`config.mk`:
```
export PLATFORM = sky130hd
export DESIGN_NAME = divider_16
export DESIGN_NICKNAME = d
export VERILOG_FILES = /design/src/rtl/div_pkg.sv /design/src/rtl/div_step.sv /design/src/rtl/divider_16.sv
export SDC_FILE = /design/constraint.sdc
export NUM_CORES = 1
export LEC_CHECK = 0
export BUFFER_PORTS_ARGS = -buffer_cell sky130_fd_sc_hd__buf_2
export CORE_MARGIN = 2
export CORE_UTILIZATION = 67
export CTS_BUF_LIST = sky130_fd_sc_hd__clkbuf_4 sky130_fd_sc_hd__clkbuf_8
export DETAILED_ROUTE_END_ITERATION = 8
export GPL_TIMING_DRIVEN = 1
export PLACE_DENSITY_LB_ADDON = 0.25
export SLEW_MARGIN = 40
export SYNTH_ARGS = -nofsm -noshare
export SYNTH_HDL_FRONTEND = slang
export SYNTH_SLANG_ARGS = --single-unit
```
`constraint.sdc`:
```
create_clock -name I_CLK -period 9.65 [get_ports I_CLK]
set_input_delay 1.93 -clock I_CLK [delete_from_list [all_inputs] [get_ports I_CLK]]
set_output_delay 1.93 -clock I_CLK [all_outputs]
set_load 0.005 [all_outputs]
```
`src/rtl/div_pkg.sv`:
```
// Shared constants and state encoding for the iterative Q2.13 divider.
package div_pkg;

   localparam int DIV_WIDTH = 16;
   localparam int DIV_FRAC  = 13;
   localparam int ITER      = DIV_WIDTH + DIV_FRAC;

   localparam logic [15:0] Q_MAX = 16'h7FFF;
   localparam logic [15:0] Q_MIN = 16'h8000;

   typedef enum logic [1:0] {
      IDLE = 2'd0,
      CALC = 2'd1,
      DONE = 2'd2
   } state_t;

endpackage

```
`src/rtl/div_step.sv`:
```
// One radix-2 restoring step: shift in a numerator bit, subtract the divisor if it fits.
module div_step #(
   parameter int WIDTH = 16
) (
   input  logic [WIDTH-1:0] rem,
   input  logic [WIDTH-1:0] dvs,
   input  logic             bit_in,
   output logic [WIDTH-1:0] rem_nxt,
   output logic             q_bit
);

   logic [WIDTH:0] trial;

   // With a non-zero divisor the remainder stays below it, so WIDTH bits hold the result.
   assign trial   = {rem, bit_in};
   assign q_bit   = (trial >= {1'b0, dvs});
   assign rem_nxt = q_bit ? WIDTH'(trial - {1'b0, dvs}) : trial[WIDTH-1:0];

endmodule

```
`src/rtl/divider_16.sv`:
```
// Iterative signed Q2.13 divider: restoring division on magnitudes, one quotient bit
// per cycle, sign applied and saturated as the last bit is produced.
module divider_16
   import div_pkg::*;
#(
   parameter int WIDTH = DIV_WIDTH,
   parameter int FRAC  = DIV_FRAC
) (
   input  logic             I_CLK,
   input  logic             I_RST,
   input  logic             I_VLD,
   input  logic [WIDTH-1:0] I_DIVIDEND,
   input  logic [WIDTH-1:0] I_DIVISOR,
   output logic             O_VLD,
   output logic             O_DIV_BUSY,
   output logic [WIDTH-1:0] O_QUOTIENT,
   output logic             O_DZ
);

   localparam int ITER_L = WIDTH + FRAC;
   localparam int CW     = $clog2(ITER_L);

   state_t             state, state_nxt;
   logic [ITER_L-1:0]  numer;
   logic [ITER_L-2:0]  quo;
   logic [ITER_L-1:0]  quo_fin;
   logic [WIDTH-1:0]   rem, rem_nxt, dvs_mag;
   logic [WIDTH-1:0]   dvd_abs, dvs_abs, result;
   logic [CW-1:0]      cnt;
   logic               sign, dvd_neg, dz, q_bit, last_step;

   assign dvd_abs = I_DIVIDEND[WIDTH-1] ? (~I_DIVIDEND + WIDTH'(1)) : I_DIVIDEND;
   assign dvs_abs = I_DIVISOR[WIDTH-1]  ? (~I_DIVISOR  + WIDTH'(1)) : I_DIVISOR;

   div_step #(.WIDTH(WIDTH)) u_step (
      .rem     (rem),
      .dvs     (dvs_mag),
      .bit_in  (numer[ITER_L-1]),
      .rem_nxt (rem_nxt),
      .q_bit   (q_bit)
   );

   assign quo_fin   = {quo, q_bit};
   assign last_step = (state == CALC) && (cnt == CW'(ITER_L - 1));

   // NOTE: every always_comb output gets a default first so no path can infer a latch.
   always_comb begin
      result = '0;
      if (dz)
         result = dvd_neg ? WIDTH'(Q_MIN) : WIDTH'(Q_MAX);
      else if (!sign)
         result = (quo_fin > ITER_L'(Q_MAX)) ? WIDTH'(Q_MAX) : quo_fin[WIDTH-1:0];
      else
         result = (quo_fin >= ITER_L'(Q_MIN)) ? WIDTH'(Q_MIN) : (~quo_fin[WIDTH-1:0] + WIDTH'(1));
   end

   always_comb begin
      state_nxt = state;
      case (state)
         IDLE:    if (I_VLD) state_nxt = CALC;
         CALC:    if (last_step) state_nxt = DONE;
         DONE:    state_nxt = IDLE;
         default: state_nxt = IDLE;
      endcase
   end

   // NOTE: sequential state uses non-blocking assignments so all registers update together.
   always_ff @(posedge I_CLK or posedge I_RST) begin
      if (I_RST) state <= IDLE;
      else       state <= state_nxt;
   end

   // NOTE: the datapath is a handful of flops, not a memory, so every one is reset.
   always_ff @(posedge I_CLK or posedge I_RST) begin
      if (I_RST) begin
         numer      <= '0;
         quo        <= '0;
         rem        <= '0;
         dvs_mag    <= '0;
         cnt        <= '0;
         sign       <= 1'b0;
         dvd_neg    <= 1'b0;
         dz         <= 1'b0;
         O_QUOTIENT <= '0;
         O_DZ       <= 1'b0;
      end else begin
         case (state)
            IDLE: if (I_VLD) begin
               numer   <= {dvd_abs, {FRAC{1'b0}}};
               dvs_mag <= dvs_abs;
               sign    <= I_DIVIDEND[WIDTH-1] ^ I_DIVISOR[WIDTH-1];
               dvd_neg <= I_DIVIDEND[WIDTH-1];
               dz      <= (I_DIVISOR == '0);
               rem     <= '0;
               quo     <= '0;
               cnt     <= '0;
            end
            CALC: begin
               numer <= {numer[ITER_L-2:0], 1'b0};
               rem   <= rem_nxt;
               quo   <= quo_fin[ITER_L-2:0];
               cnt   <= cnt + CW'(1);
               if (last_step) begin
                  O_QUOTIENT <= result;
                  O_DZ       <= dz;
               end
            end
            default: ;
         endcase
      end
   end

   assign O_VLD      = (state == DONE);
   assign O_DIV_BUSY = (state != IDLE);

endmodule

```
==> summary.md <==
| Metric | Value |
|---|---|
| Clock-pin slew on the worst setup and hold paths | `0.10 ns` |
| Max-slew violation count | `0` |
| Via count | `5,359` |
| Post_cts resized | `0` |
| Die area | `about 0.01 mm2` |
| First-pass iteration count of the detailed router | `5` |
| Post-CTS Setup Bufs | `0` |
| Initial core utilization | `a little over two thirds` |
| Post-route setup slack | `5.106 ns` |
| Post-synthesis cell type count | `60` |
| Detailed Route Iter0 Violations | `307` |
| FP Rows | `34` |
| Synth warn | `0` |
| Startpoint class of the critical path | `flip-flop` |
| Critical path's largest stage delay | `0.52 ns` |
| Critical-path top delay cell | `inv_2` |
| Worst-Margin Slew | `0.6557 ns` |
| Drt drc | `0` |
| RSZ-0062 raised after global routing | `no` |
| CORE AREA | `between 0.008 and 0.009 mm2` |
| Vias/cell | `6.327` |
| Clk_lat worst skew | `around 0.37 ns` |
| Final Skew | `approximately 0.018 ns` |
| Synthesized area | `0.006096 mm2` |
| Routability Congestion | `0.8963` |
| Leak | `3.009 nW` |
| Power per cell area | `338.2 mW/mm2` |
| Worst hold-check path type | `reg2reg` |
| Die Span Y | `99.39 um` |
| Synthesized flop and latch total | `103` |
| Seq/Total Area, Yosys | `42.28%` |
| Area contributors post-synth | `dfrtp_1 (42%), o21ai_0 (7.6%), nand2_1 (7.1%), ha_1 (4.5%), xor2_1 (4.0%)` |
| Fin crit share | `47.08%` |
| HPWL after DPL | `about 10000 um` |
| Largest net degree at the start of global routing | `88` |
| CP Max Fanout | `32` |
| R2r setup slk | `5.11 ns` |
| Final core utilization | `74.94%` |
| Worst slew margin | `55.15%` |
| I/O pin cnt | `54` |
| Hold buffers post-CTS | `0` |
| Final net count | `792` |
| CTS buffer count | `9` |
| CP Cell Sequence | `ha_1, nor2b_4, o31a_1, o31a_1, o211a_1, or2_1, inv_2, ha_1, nand3b_1, or3_1, or3_1, o31ai_1, xnor2_1, nand2_1, a21oi_1` |
| Clock Path Buffers | `2` |
| Htree depth | `3` |
| CTS tree | `done` |
| GR Overflow Total | `0` |
| Clock sinks | `between 100 and 150` |
| Peak VDD IR | `0.1630 mV` |
| Fin Hold WS | `roughly 0.49 ns` |
| Fill cell count | `665` |
| Synth Area per Inst | `8.598 um2` |
| Share of layout cells above drive strength 1 | `a little under an eighth` |
| WP data required | `9.95 ns` |
| Post-synth EDFFs | `0` |
| Final Hold Fails | `0` |
| WL/cell | `16.55 um` |
| Fraction of registers with async set or reset after synthesis | `100.0%` |
| Most common cell in the netlist | `nand2_1` |
| Vias in the first global route | `5,077` |
| Area Overhead vs Synth | `7.738%` |
| Pre-CTS setup slack | `4.880 ns` |
| CP Class | `reg2reg` |
| Root Driver | `clkbuf_8` |
| All-Layer GR Usage | `a little under 30%` |
| Commonest cells in the netlist | `nand2_1 (116), dfrtp_1 (103), o21ai_0 (93)` |
| Max-cap violations | `0` |
| Routed WL | `14,020 um` |
| Delay-heaviest family, CP | `simple AND/OR/NAND/NOR gates` |
| Antenna-violating nets left | `0` |
| FMAX | `220.1 MHz` |
| Critical path buffer and inverter count | `1` |
| Port Buffers | `53` |
| First-pass GRT wire length | `23,600 um` |
| Finished Cell Area | `between 0.006 and 0.007 mm2` |
| Final setup vio count | `0` |
| Post-Synthesis Cells | `approximately 710` |
| Post-synth top area cell | `dfrtp_1` |
| Antenna diode count | `0` |
| Status | `finished, final reports clean` |
| TNS Setup | `0 ns` |
| Initial antenna violation count | `0` |
| Die width | `around 100 um` |
| Syn nets | `about 770` |
| Crit path DAT | `4.84 ns` |
| Share of the synthesized area in the top cell type | `a little over two fifths` |
| Post-Place Cell Area | `between 0.006 and 0.007 mm2` |
| Final min period | `~4.5 ns` |
| Top_reg_cell synth | `dfrtp_1` |
| Worst setup EP type | `flip-flop` |
metal layers:
metal	track usage (%)	vias up	routed length, um
li1	-	2574	-
met1	40.09	2566	6203
met2	47.40	192	6653
met3	4.989	27	899
met4	11.06	0	260
met5	0	-	0
worst reg2reg max path, cell delays in order (launching register included):
cell and delay (ns):
dfrtp_1 0.43, ha_1 0.33, nor2b_4 0.14, o31a_1 0.27
o31a_1 0.29, o211a_1 0.24, or2_1 0.48, inv_2 0.52
ha_1 0.29, nand3b_1 0.12, or3_1 0.40, or3_1 0.36
o31ai_1 0.25, xnor2_1 0.15, nand2_1 0.07, a21oi_1 0.15
cell families (layout without fill, tap and decap cells):
family | after synthesis | in the layout | synth area share, %
flops | 103 | 103 | 42.28
simple gates | 249 | 249 | 19.48
xor+xnor | 38 | 38 | 5.460
buf+inv | 76 | 106 | 4.823
compound gates | 214 | 214 | 22.11
mux | 6 | 6 | 1.006
fa+ha+maj | 23 | 23 | 4.844
cell usage in the layout (no fill, tap or decap), types with 3 or more instances in the layout:
master    count
a21oi_1      33
a32oi_1       4
nand4_1       5
nor2_1       36
clkbuf_8     10
nor3_1       16
buf_4         4
nor2b_1       7
or2_2         3
o41ai_1      10
nor4_1        6
nand2b_1      7
o21a_1        6
xnor2_1      10
ha_1         22
a22o_1        8
and3_1        5
xor2_1       28
o31ai_1      13
a221o_1       5
inv_1        30
a211o_1       3
nand3_1      13
o21ai_0      93
nand2_1     116
o31a_1        3
dfrtp_1     103
a22oi_1      13
nand3b_1      3
a21o_1        3
or4_1         9
or3_1         6
mux2i_1       5
a31oi_1       5
buf_2        53
sequential cells by signal, summed over array words and instances (netlist names):
signal,cells
quo,28
O_QUOTIENT,16
dvs_mag,16
numer,16
rem,16
cnt,5
state,2
O_DZ,1
dvd_neg,1
dz,1
sign,1
layout make-up:
| class | count | area [um2] | area share (%) |
|---|---|---|---|
| clock buffer | 11 | 138.9 | 2.115 |
| clock inverter | 5 | 48.80 | 0.7430 |
| timing repair buffer | 58 | 309.0 | 4.706 |
| inverter | 32 | 122.6 | 1.867 |
| tap | 108 | 135.1 | 2.058 |
| multi-input combinational | 530 | 3236 | 49.27 |
| sequential | 103 | 2577 | 39.25 |
metrics by stage:
stage / cells / total power [mW]
2_1_floorplan: 709 / 1.667
4_1_cts: 847 / 2.206
3_3_place_gp: 831 / 1.889
5_1_grt: 847 / 2.406
6_report: 847 / 2.221
3_5_place_dp: 831 / 1.941
report_power, final:
part | internal [mW] | switching [mW] | total (mW)
Sequential | 0.614 | 0.171 | 0.785
Combinational | 0.500 | 0.675 | 1.18
Clock | 0.105 | 0.155 | 0.261
worst paths after layout:
check | from | end | depth (start not counted)
setup / recovery | rem[0]$_DFFE_PP0P_ | O_QUOTIENT[14]$_DFFE_PP0P_ | 15
hold / removal | O_DZ$_DFFE_PP0P_ | O_DZ$_DFFE_PP0P_ | 2
setup reg to reg | rem[0]$_DFFE_PP0P_ | O_QUOTIENT[14]$_DFFE_PP0P_ | 15
hold reg to reg | O_DZ$_DFFE_PP0P_ | O_DZ$_DFFE_PP0P_ | 2
max in group asynchronous | I_RST | dvs_mag[5]$_DFFE_PP0P_ | 3
min in group asynchronous | I_RST | rem[13]$_DFFE_PP0P_ | 2
No activity file was read; power rests on OpenSTA's default activity.
